### src/rtl/lpf_capture_sequencer.sv
// Streams a stored light field, one capture at a time, from frame memory into
// the bit-shift low-pass filter, pacing each capture on the filter's lagged eoc.
//
// state  | meaning
// IDLE   | waiting for start; kernel and drain_err are latched/cleared here
// LOAD   | clear pixel counter for the current capture
// STREAM | one memory read per cycle, IMAGE_DIM^2 reads
// FLUSH  | last read returns and is presented to the filter
// DRAIN  | wait for lpf_eoc_out or the drain timeout
// GAP    | INTER_CAPTURE_GAP idle cycles before the next capture
// DONE   | one-cycle done pulse, back to IDLE
module lpf_capture_sequencer #(
    parameter int IMAGE_DIM         = 64,
    parameter int IMAGE_DIM_BS      = 6,
    parameter int NUM_CAPTURES      = 9,
    parameter int INTER_CAPTURE_GAP = 4,
    parameter int DRAIN_TIMEOUT     = 512,
    parameter int CAP_W             = (NUM_CAPTURES > 1) ? $clog2(NUM_CAPTURES) : 1,
    parameter int ADDR_W            = CAP_W + 2*IMAGE_DIM_BS
) (
    input  logic              clk,
    input  logic              rst,
    input  logic              start,
    input  logic [1:0]        kernel_sw,
    output logic              mem_rd_en,
    output logic [ADDR_W-1:0] mem_addr,
    input  logic [23:0]       mem_rdata,
    output logic [1:0]        lpf_kernel_size,
    output logic              lpf_pixel_valid,
    output logic [23:0]       lpf_pixel,
    output logic              lpf_soc,
    output logic              lpf_eoc,
    output logic              lpf_solf,
    output logic              lpf_eolf,
    input  logic              lpf_eoc_out,
    output logic              busy,
    output logic              done,
    output logic              drain_err,
    output logic [CAP_W-1:0]  capture_idx
);

    localparam int PIX_W = 2*IMAGE_DIM_BS;
    localparam int DR_W  = $clog2(DRAIN_TIMEOUT + 1);
    localparam int GAP_W = $clog2(INTER_CAPTURE_GAP + 1);

    localparam logic [PIX_W-1:0] PIX_LAST = PIX_W'(IMAGE_DIM*IMAGE_DIM - 1);
    localparam logic [DR_W-1:0]  DR_LOAD  = DR_W'(DRAIN_TIMEOUT - 1);
    localparam logic [GAP_W-1:0] GAP_LOAD = GAP_W'(INTER_CAPTURE_GAP - 1);
    localparam logic [CAP_W-1:0] CAP_LAST = CAP_W'(NUM_CAPTURES - 1);

    typedef enum logic [2:0] {
        S_IDLE, S_LOAD, S_STREAM, S_FLUSH, S_DRAIN, S_GAP, S_DONE
    } state_t;

    state_t            state, state_next;
    logic [PIX_W-1:0]  pix_cnt;
    logic [DR_W-1:0]   drain_cnt;
    logic [GAP_W-1:0]  gap_cnt;
    logic              first_pix;
    logic              last_pix;

    always_ff @(posedge clk or posedge rst) begin
        if (rst) begin
            state <= S_IDLE;
        end else begin
            state <= state_next;
        end
    end

    always_comb begin
        state_next = state;
        case (state)
            S_IDLE:   if (start) state_next = S_LOAD;
            S_LOAD:   state_next = S_STREAM;
            S_STREAM: if (pix_cnt == PIX_LAST) state_next = S_FLUSH;
            S_FLUSH:  state_next = S_DRAIN;
            S_DRAIN:  if (lpf_eoc_out || drain_cnt == '0) state_next = S_GAP;
            S_GAP: begin
                if (gap_cnt == '0) begin
                    state_next = (capture_idx == CAP_LAST) ? S_DONE : S_LOAD;
                end
            end
            S_DONE:   state_next = S_IDLE;
            default:  state_next = S_IDLE;
        endcase
    end

    assign mem_rd_en = (state == S_STREAM);
    assign mem_addr  = ADDR_W'({capture_idx, pix_cnt});
    assign busy      = (state != S_IDLE);
    assign done      = (state == S_DONE);
    assign first_pix = mem_rd_en && (pix_cnt == '0);
    assign last_pix  = mem_rd_en && (pix_cnt == PIX_LAST);

    // The memory's own output register is the pixel stage; masking keeps the
    // pixel bus at zero whenever no valid pixel is being presented.
    assign lpf_pixel = lpf_pixel_valid ? mem_rdata : 24'h0;

    always_ff @(posedge clk or posedge rst) begin
        if (rst) begin
            pix_cnt         <= '0;
            drain_cnt       <= '0;
            gap_cnt         <= '0;
            capture_idx     <= '0;
            lpf_kernel_size <= 2'b00;
            drain_err       <= 1'b0;
            lpf_pixel_valid <= 1'b0;
            lpf_soc         <= 1'b0;
            lpf_eoc         <= 1'b0;
            lpf_solf        <= 1'b0;
            lpf_eolf        <= 1'b0;
        end else begin
            lpf_pixel_valid <= mem_rd_en;
            lpf_soc         <= first_pix;
            lpf_eoc         <= last_pix;
            lpf_solf        <= first_pix && (capture_idx == '0);
            lpf_eolf        <= last_pix && (capture_idx == CAP_LAST);

            case (state)
                S_IDLE: begin
                    if (start) begin
                        lpf_kernel_size <= kernel_sw;
                        drain_err       <= 1'b0;
                        capture_idx     <= '0;
                    end
                end
                S_LOAD:   pix_cnt <= '0;
                S_STREAM: pix_cnt <= pix_cnt + PIX_W'(1);
                S_FLUSH:  drain_cnt <= DR_LOAD;
                S_DRAIN: begin
                    gap_cnt <= GAP_LOAD;
                    if (drain_cnt != '0) drain_cnt <= drain_cnt - DR_W'(1);
                    // a late eoc landing on the timeout cycle still counts as success
                    if (!lpf_eoc_out && drain_cnt == '0) drain_err <= 1'b1;
                end
                S_GAP: begin
                    if (gap_cnt != '0) begin
                        gap_cnt <= gap_cnt - GAP_W'(1);
                    end else if (capture_idx != CAP_LAST) begin
                        capture_idx <= capture_idx + CAP_W'(1);
                    end
                end
                default: ;
            endcase
        end
    end

endmodule
### config.mk
export PLATFORM = sky130hd
export DESIGN_NAME = lpf_capture_sequencer
export DESIGN_NICKNAME = d
export VERILOG_FILES = /design/src/rtl/lpf_capture_sequencer.sv
export SDC_FILE = /design/constraint.sdc
export NUM_CORES = 1
export LEC_CHECK = 0
export CAP_MARGIN = 20
export CORE_ASPECT_RATIO = 1.5
export CORE_UTILIZATION = 55
export CTS_BUF_LIST = sky130_fd_sc_hd__clkbuf_8
export DETAILED_ROUTE_END_ITERATION = 7
export DONT_BUFFER_PORTS = 1
export PLACE_DENSITY = 0.71
export SLEW_MARGIN = 20
export SYNTH_ARGS = -nofsm -noshare
export SYNTH_HDL_FRONTEND = slang
export SYNTH_SLANG_ARGS = --single-unit
### constraint.sdc
create_clock -name clk -period 2.58 [get_ports clk]
set_clock_uncertainty 0.15 [all_clocks]
set_input_delay 0.516 -clock clk [delete_from_list [all_inputs] [get_ports clk]]
set_output_delay 0.516 -clock clk [all_outputs]
set_load 0.02 [all_outputs]
==> metrics.yaml <==
power_frac_clock_pct: 26.6
worstPathMaxFanout: 13
via_per_inst: 6.11
firstDrtPassIters: 4
rr_worst_depth: 5
setup_slack_ps: 296
power.leakage_uw: 0.00110
path_clk_slew_ps: 80
cp.required_ps: 1910
rows: 28
synth_cell_types: 50
cp-start-kind: "flip-flop"
ys_ff_latch: 40
wl_mm: 4.90
wl_per_cell_um: 16.3
ir_worst_vdd_uv: 729
dpl.hpwl_mm: 3.61
port_buffers: 0
seqPwrFrac_pct: 38.2
timing.max_cap.violations: 0
hold_viol_final: 0
synth_edf_count: 0
switchingPower_uw: 1040
grt_pass1_wl_mm: 8.01
postSynthCellCount: 257
synth.area.top_cells: "dfrtp_1 (43%), and2_1 (6.4%), nand2_1 (3.8%)"
antenna_found_initial: 0
drive_gt1_share_pct: 9.77
r2r_setup_slack_ps: 360
combPwrFrac_pct: 35.2
place_ws_ps: 355
post_cts_buffers: 0
max_stage_delay_ps: 590
tns_ps: 0
yosys.area.top_type: "dfrtp_1"
ys_warn_count: 0
numCtsBuffers: 5
rsz0062_at_grt: "no"
synthesis.nets: 294
n_fill_cell: 342
worstPathArrival_ps: 1620
p_int_uw: 1600
yosysMostFrequentCell: "dfrtp_1"
cp_slowest_cell: "dfrtp_1"
min_path_type: "primary input to asynchronous set/reset pin"
die_h_um: 82.0
area_delta_synth_final_pct: 8.16
cts_hold_buf: 0
fmax_ghz: 0.438
cts_resized: 0
seq_area_frac_synth_pct: 42.7
setup_viol: 0
core_area_mm2: 0.00403
clock-root-buffer: "clkbuf_8"
numClockSinks: 40
switching_share_pct: 39.2
relSlewSlack_pct: 59.4
grt_pass1_vias: 1771
die-area_mm2: 0.00454
num_antenna_cells: 0
h-tree-depth: 2
die_w_um: 55.3
worstSetupPathType: "flip-flop to output port"
num_vias: 1840
antenna_left: 0
nets: 292
synth_ff_type: "dfrtp_1"
multi_input_area_mm2: 0.00122
clk_path_buf_depth: 2
place.gp.congestion: 0.875
worst_slew_pin_slew_ps: 609
netlist_area_mm2: 0.00235
drt_iter0_markers: 67
drv_slew: 0
fin_crit_ps: 2280
cts_tree: "done"
grt_remaining_overflow: 0
status: "completed"
seq_area_mm2: 0.00100
ys_top_cells_by_count: "dfrtp_1 (40), and2_1 (24), nand2_1 (24)"
power_density_mw_per_mm2: 1040
track_usage_pct: 22.3
clock_latency_ps: 290
io-pin-count: 85
synth_top_area_share_pct: 42.7
async_flop_share_pct: 100
avgSynthCellArea_um2: 9.13
start_util_pct: 58.2
period_share_pct: 88.5
end_kind: "output port"
drc: 0
crit_chain: "or3b_1 -> inv_2"
grt_max_degree: 41
## path summary, 6_finish.rpt
kind | end | from
setup / recovery | mem_rd_en | state[1]
hold / removal | drain_cnt[9] | rst
setup reg to reg | drain_cnt[0] | drain_cnt[0]
hold reg to reg | gap_cnt[0] | gap_cnt[0]
max in group asynchronous | drain_cnt[1] | rst
min in group clk | lpf_kernel_size[1] | kernel_sw[1]
## power groups by stage
stage | Clock [uW] | Sequential (uW) | Combinational [uW]
2_1_floorplan | 0 | 943 | 807
3_3_place_gp | 0 | 1010 | 913
3_5_place_dp | 0 | 1020 | 929
4_1_cts | 719 | 1010 | 934
5_1_grt | 733 | 1040 | 1030
6_report | 703 | 1010 | 928
## cell usage in the layout (no fill, tap or decap), types with 3 or more instances in the layout
cell type / netlist / final
dfrtp_1: 40 / 40
nand2_1: 24 / 24
and2_1: 24 / 24
nor2_1: 19 / 19
inv_1: 11 / 11
nand3_1: 10 / 10
o21ai_1: 9 / 9
o21ai_0: 8 / 8
ha_1: 7 / 7
buf_4: 4 / 7
a31oi_1: 6 / 6
or3_1: 6 / 6
nor3_1: 5 / 5
nand4_1: 5 / 5
nand2b_1: 5 / 5
a21oi_1: 5 / 5
clkbuf_8: 0 / 5
nor2b_1: 4 / 4
a22o_1: 4 / 4
mux2i_1: 4 / 4
or3b_1: 3 / 3
nand3b_1: 3 / 3
mux2_2: 3 / 3
o211ai_1: 3 / 3
nor4_1: 3 / 3
bufinv_16: 0 / 3
## per-stage QoR
stage          hold slack, ps  utilization [%]  total power (uW)  area [um2]  cells
5_1_grt                   126             63.0              2800        2540    301
4_1_cts                  93.6             63.0              2660        2540    301
6_report                 78.2             63.0              2640        2540    301
3_3_place_gp              315             59.0              1920        2380    293
3_5_place_dp              328             59.0              1950        2380    293
2_1_floorplan             296                -              1750        2350    257
## final cells by class
cell class                 count  area share (%)
multi-input combinational    189            48.2
sequential                    40            39.4
clock inverter                 3            3.55
clock buffer                   5            2.71
tap                           45            2.22
timing repair buffer           7            2.07
inverter                      12            1.78
## cells by family (layout without fill, tap and decap cells)
kind of cell               after synthesis  count (layout)  share of synthesized area, %
xor gates and xnor gates                 4               4                          1.49
DFF                                     40              40                          42.7
AOI/OAI and AO/OA                       48              48                          14.2
adders and majority gates                7               7                          3.73
muxes                                    8               8                          3.79
and+or+nand+nor                        122             122                          29.0
buffers and inverters                   28              27                          5.17
## worst max-delay path, delay by kind of cell (launching register included)
family | cells | cell delay (ps)
flops | 1 | 590
simple gates | 1 | 490
buf+inv | 1 | 240
## routing by layer
layer,up-vias,track usage [%],share of wire [%]
li1,897,-,-
met1,883,28.1,44
met2,46,37.0,51
met3,14,4.72,3.2
met4,0,10.0,2.2
met5,-,0,0
## flip-flops by register name, indices dropped and copies added (netlist names)
register         flops
lpf_solf             1
drain_err            1
capture_idx          4
lpf_eoc              1
pix_cnt             12
drain_cnt           10
lpf_pixel_valid      1
gap_cnt              3
lpf_eolf             1
lpf_soc              1
lpf_kernel_size      2
state                3
No activity file was read; power rests on OpenSTA's default activity.
